$ cat src/rtl/score_bcd_converter.sv
// score_bcd_converter: sequential binary-to-BCD converter (shift-add-3),
// one shift per clock, producing four decimal digits for a 4-digit display.
// Values above MAX_VAL are shown as dashes (4'hF per digit) with ovf set.
// The displayed digits and ovf only change when a conversion finishes, so
// the display never shows a partially converted value.
module score_bcd_converter #(
  parameter int BIN_W   = 14,
  parameter int MAX_VAL = 9999
) (
  input  logic             clk,
  input  logic             reset,
  input  logic [BIN_W-1:0] bin,
  input  logic             start,
  output logic             busy,
  output logic             done,
  output logic             ovf,
  output logic [3:0]       dig0,
  output logic [3:0]       dig1,
  output logic [3:0]       dig2,
  output logic [3:0]       dig3
);

  typedef enum logic [1:0] {
    IDLE,
    SHIFT,
    LOAD
  } state_t;

  state_t           state_q, state_d;
  logic [BIN_W-1:0] sr_q, sr_d;         // binary value being shifted out
  logic [15:0]      acc_q, acc_d;       // BCD accumulator, four nibbles
  logic [15:0]      acc_adj;            // accumulator after the add-3 step
  logic [3:0]       cnt_q, cnt_d;       // shifts performed so far
  logic             ovf_pend_q, ovf_pend_d;
  logic [15:0]      dig_q, dig_d;       // displayed digits {dig3..dig0}
  logic             ovf_q, ovf_d;
  logic             done_q, done_d;

  // Add 3 to every nibble that is 5 or more, so the following shift
  // carries correctly into the next decimal digit.
  always_comb begin
    acc_adj = acc_q;
    for (int i = 0; i < 4; i++) begin
      if (acc_q[4*i +: 4] >= 4'd5) begin
        acc_adj[4*i +: 4] = acc_q[4*i +: 4] + 4'd3;
      end
    end
  end

  // Next-state and datapath control for the IDLE/SHIFT/LOAD sequencer.
  // NOTE: every variable gets a default first so no path leaves one
  // unassigned; a missing default in always_comb infers a latch.
  always_comb begin
    state_d    = state_q;
    sr_d       = sr_q;
    acc_d      = acc_q;
    cnt_d      = cnt_q;
    ovf_pend_d = ovf_pend_q;
    dig_d      = dig_q;
    ovf_d      = ovf_q;
    done_d     = 1'b0;
    unique case (state_q)
      IDLE: begin
        if (start) begin
          sr_d       = bin;
          acc_d      = '0;
          cnt_d      = '0;
          // Widen both sides so the range check cannot wrap.
          ovf_pend_d = (32'(bin) > 32'(MAX_VAL));
          state_d    = SHIFT;
        end
      end
      SHIFT: begin
        // Adjusted accumulator and shift register move left as one word.
        acc_d = (acc_adj << 1) | 16'(sr_q[BIN_W-1]);
        sr_d  = sr_q << 1;
        cnt_d = cnt_q + 4'd1;
        if (cnt_q == 4'(BIN_W - 1)) begin
          state_d = LOAD;
        end
      end
      LOAD: begin
        dig_d   = ovf_pend_q ? 16'hFFFF : acc_q;
        ovf_d   = ovf_pend_q;
        done_d  = 1'b1;
        state_d = IDLE;
      end
      default: state_d = IDLE;
    endcase
  end

  // State and datapath registers with synchronous reset.
  // NOTE: sequential state uses non-blocking assignments so every register
  // samples its old-cycle inputs regardless of statement order.
  always_ff @(posedge clk) begin
    if (reset) begin
      state_q    <= IDLE;
      sr_q       <= '0;
      acc_q      <= '0;
      cnt_q      <= '0;
      ovf_pend_q <= 1'b0;
      dig_q      <= '0;
      ovf_q      <= 1'b0;
      done_q     <= 1'b0;
    end else begin
      state_q    <= state_d;
      sr_q       <= sr_d;
      acc_q      <= acc_d;
      cnt_q      <= cnt_d;
      ovf_pend_q <= ovf_pend_d;
      dig_q      <= dig_d;
      ovf_q      <= ovf_d;
      done_q     <= done_d;
    end
  end

  assign busy = (state_q != IDLE);
  assign done = done_q;
  assign ovf  = ovf_q;
  assign dig0 = dig_q[3:0];
  assign dig1 = dig_q[7:4];
  assign dig2 = dig_q[11:8];
  assign dig3 = dig_q[15:12];

endmodule

$ cat config.mk
export PLATFORM = sky130hd
export DESIGN_NAME = score_bcd_converter
export DESIGN_NICKNAME = d
export VERILOG_FILES = /design/src/rtl/score_bcd_converter.sv
export SDC_FILE = /design/constraint.sdc
export NUM_CORES = 1
export LEC_CHECK = 0
export ABC_AREA = 1
export BUFFER_PORTS_ARGS = -buffer_cell sky130_fd_sc_hd__buf_2
export CORE_MARGIN = 10
export CORE_UTILIZATION = 61
export CTS_CLUSTER_DIAMETER = 150
export DETAILED_ROUTE_END_ITERATION = 10
export MAX_ROUTING_LAYER = met4
export PLACE_DENSITY = 0.86
export SYNTH_ARGS = -nofsm -noshare
export SYNTH_HDL_FRONTEND = slang
export SYNTH_SLANG_ARGS = --single-unit
$ cat constraint.sdc
create_clock -name clk -period 3.26 [get_ports clk]
set_input_delay 0.815 -clock clk [delete_from_list [all_inputs] [get_ports clk]]
set_output_delay 0.815 -clock clk [all_outputs]
set_load 0.02 [all_outputs]
After elaboration in Yosys (flattened, before gate mapping) --
Index checks and enable logic that the tools add are counted.
Storage, ports and cells: bits in registers 55, word-level logic and storage cells 45, bits of input ports 17, output and inout bits 19
Cells by class: eq/ne operators 5, muxes and demuxes 15, magnitude comparators 5, bitwise operators 1, add/sub/neg operators 5, reductions and logical operators 6
Operator list (count):
- $mux W16 | 2
- $pmux W16 S2 | 1
- $pmux W14 S2 | 1
- $ge A4 B3 Y1 const B | 4
- $mux W4 | 4
- $or A16 B1 Y16 | 1
- $gt A14 B14 Y1 const B | 1
- $mux W14 | 1
- $add A4 B2 Y4 const B | 3
- $pmux W4 S2 | 1
- $reduce_and A2 Y1 | 3
- $add A4 B1 Y4 const B | 1
- $eq A4 B4 Y1 const B | 1
- $mux W2 | 2
- $ne A2 B2 Y1 const B | 2
- $pmux W2 S2 | 1
- $reduce_bool A2 Y1 | 2
- $add A3 B2 Y3 const B | 1
- $mux W3 | 1
- $eq A2 B1 Y1 const B | 1
- $eq A2 B2 Y1 const B | 1
- $logic_not A2 Y1 | 1
- $mux W1 | 1

Logic depth before layout (Yosys ltp) --
depth in word-level cells 4, mapped depth 9, gate-level depth less buffers 9

Worst setup path after synthesis --
Ideal clock, no wire load.
path type input -> register, start point input reset, end point register acc_q[11], setup time 0.132 ns, stages 3, path buffers 2, data required time 3.128 ns, slack 1.717 ns, arrival time 1.411 ns, path through clkbuf_1 clkbuf_1 a21oi_1
RTL lines:
- start: declaration | RTL line 11 | input logic reset,
- end signal: assignment | RTL line 99 | acc_q <= '0;
- end signal: assignment | RTL line 108 | acc_q <= acc_d;
- end: declaration | RTL line 31 | logic [15:0] acc_q, acc_d;
No word-level cell between the ends.

Worst setup path after layout --
start point register state_q[0], end point output busy
On the way: word-level cells in the longest chain between the ends 1
RTL lines:
- start: declaration | RTL line 29 | state_t state_q, state_d;
- start signal: assignment | RTL line 106 | state_q <= state_d;
- $reduce_bool A2 Y1 | RTL line 117 | assign busy = (state_q != IDLE);
- end: declaration | RTL line 14 | output logic busy,
No other way between the ends.

==> results.toml <==
[sta]
setup_viol_count_final = 0
slew_violations = 0
rsz0062_at_grt = "false"
fin_crit_ns = 1.89
fin_worst_skew_ns = 0.00356
slew_headroom_pct = 47.8
worst_slew_pin_slew_ns = 0.781
period_share_pct = 58.1
setup-tns-final_ns = 0
fmax_mhz = 528
hold_violations = 0

[synth]
synth_most_common_cell = "nand2_1"
avgSynthCellArea_um2 = 7.32
synth.area.top_cells = "dfxtp_1 44%, nand2_1 12%, a21oi_1 9.5%, inv_1 5.9%, ha_1 5.0%"
synth_compound_area_share_pct = 19.0
ys_types = 21
async_flop_share_pct = 0
synth_top_area_share_pct = 43.6
synth_nets = 372
synth_cells = 345
synthesis.area_um2 = 2520
synth_ff_type = "dfxtp_1"
synth-xor-area-share_pct = 0
ys_top_cells_by_count = "79 x nand2_1, 55 x dfxtp_1, 48 x a21oi_1"
synth_top_family_by_area = "simple AND/OR/NAND/NOR gates"
ys_warn_count = 0
ys_ff_latch = 55
synth-edff-count = 0
yosys.area.top_type = "dfxtp_1"
yosysSeqAreaShare_pct = 43.6
synth_mux_area_share_pct = 0
synth_simple_gate_area_share_pct = 23.0
synth_adder_area_share_pct = 4.96

[layout]
area_growth_pct = 10.7
fin_cells = 427
fin_util_pct = 69.8
fillers = 334
nets = 403
diodes = 0
drive_gt1_share_pct = 13.8

[floorplan]
start_util_pct = 63.1
io_pins = 36
core.rowCount = 23
die_h_um = 84.3
fp.dieW_um = 84.3
fp.dieArea_um2 = 7110
core-area_um2 = 4000

[setup_path]
startpoint = "state_q[0]"
worst_setup_path_end_kind = "primary output"
max_stage_delay_ns = 0.45
crit_family = "flip-flops"
arrival_ns = 1.08
crit_path_start_kind = "flip-flop"
crit_slowest_cell = "dfxtp_1"
cp.required_ns = 2.44
cp.depth = 3
path_cells = "inv_2, nand2_1, buf_2"
path_class = "flip-flop to primary output"
path_buf_inv = 2
r2r_start = "state_q[0]"
rr_worst_depth = 6
crit_fanout = 4

[clock_tree]
clockBufferDepth = 2
path_clk_slew_ns = 0.09
cts_inserted_buffers = 5
cts_root_buffer = "clkbuf_8"
cts_hold_buf = 0
post_cts_resized = 0
clock-sinks = 55
cts_setup_buffers = 0
cts.htree.levels = 2
insertion_delay_ns = 0.31
tritoncts = "yes"

[drt]
routed_wl_mm = 5.44
ant_nets = 0
vias = 2311
drc = 0
dr.pass1.iters = 4
viasPerCell = 5.41
drtIter0Drc = 215
routedWlPerCell_um = 12.7

[grt]
grt_pass1_wl_mm = 9.26
grt_max_degree = 36
grt_overflow = 0
grt_pass1_vias = 2043
grt_usage_pct = 15.2
antenna_found_initial = 0

[worst_hold_path]
hp-start = "sr_q[12]"
worstHoldPathCells = 2
hold_class = "flip-flop to flip-flop"

[place]
dp.cells = 419
io_buffers = 35
place_congestion = 0.868
dpl.hpwl_mm = 3.72

[power]
p_total_mw = 1.17
p_leak_nw = 1.21
p_per_area_nw_per_um2 = 417
max-vdd-ir-drop_mv = 0.319

[run_status]
status = "complete, no violations"

[flow_run]
maxCapViolCount = 0
-- cell families after synthesis --
kind of cell,Yosys count
and+or+nand+nor,134
AOI/OAI and AO/OA,88
buffers and inverters,58
adders and majority gates,10
DFF,55
-- registers in the layout, indices dropped and copies added, names as in the netlist --
signal      flops
ovf             1
cnt_q           4
acc_q          16
dig_q          16
done            1
sr_q           14
state_q         2
ovf_pend_q      1
-- per-stage QoR --
| stage | setup slack (ns) | area, um^2 | hold WS (ns) |
|---|---|---|---|
| after CTS | 1.37 | 2790 | 0.453 |
| after floorplan | 1.72 | 2520 | 0.424 |
| after global placement | 1.30 | 2710 | 0.440 |
| after global routing | 1.31 | 2790 | 0.471 |
| final | 1.37 | 2790 | 0.454 |
| after detailed placement | 1.28 | 2710 | 0.442 |
-- worst min-delay path, delay by kind of cell, from the launching register on --
family / cells / cell delay [ns]
flops: 1 / 0.32
buf+inv: 1 / 0.05
compound gates: 1 / 0.05
-- final cells by class --
cell class              instances  area (um^2)  share of cell area [%]
multi-input cells             232         1190                    42.5
clock inverters                 1         5.00                   0.179
well taps                      50         62.6                    2.24
flip-flops and latches         55         1100                    39.4
clock buffers                   7         76.3                    2.73
inverters                      44          165                    5.91
repair buffers                 38          198                    7.08
-- where the power goes --
part           internal [mW]  switching, mW  total [mW]
registers              0.691         0.0106       0.702
clock network          0.151          0.211       0.363
logic                 0.0342         0.0665       0.101
total                  0.877          0.288        1.17
-- layout by cell type, fill, tap and decap left out, drive strengths merged --
master  instances
a21oi          48
o21ai          26
nor3            1
nand2          79
nand3          22
o211ai         13
a22oi           1
dfxtp          55
clkinv          2
inv            43
buf            38
ha             10
clkbuf          7
nand4           9
nor2           23
-- final timing paths --
path                   end  slack, ns
setup / recovery      busy       1.37
hold / removal    sr_q[12]       0.45
setup reg to reg  acc_q[4]       1.61
hold reg to reg   sr_q[12]       0.45
-- routing by layer --
| layer | part of all wire [%] | global-route usage [%] |
|---|---|---|
| met1 | 47 | 18.8 |
| met4 | 0.96 | 5.69 |
| met5 | 0 | - |
| met2 | 47 | 23.5 |
| met3 | 5.1 | 3.57 |
Power figures use the tool's default switching activity.
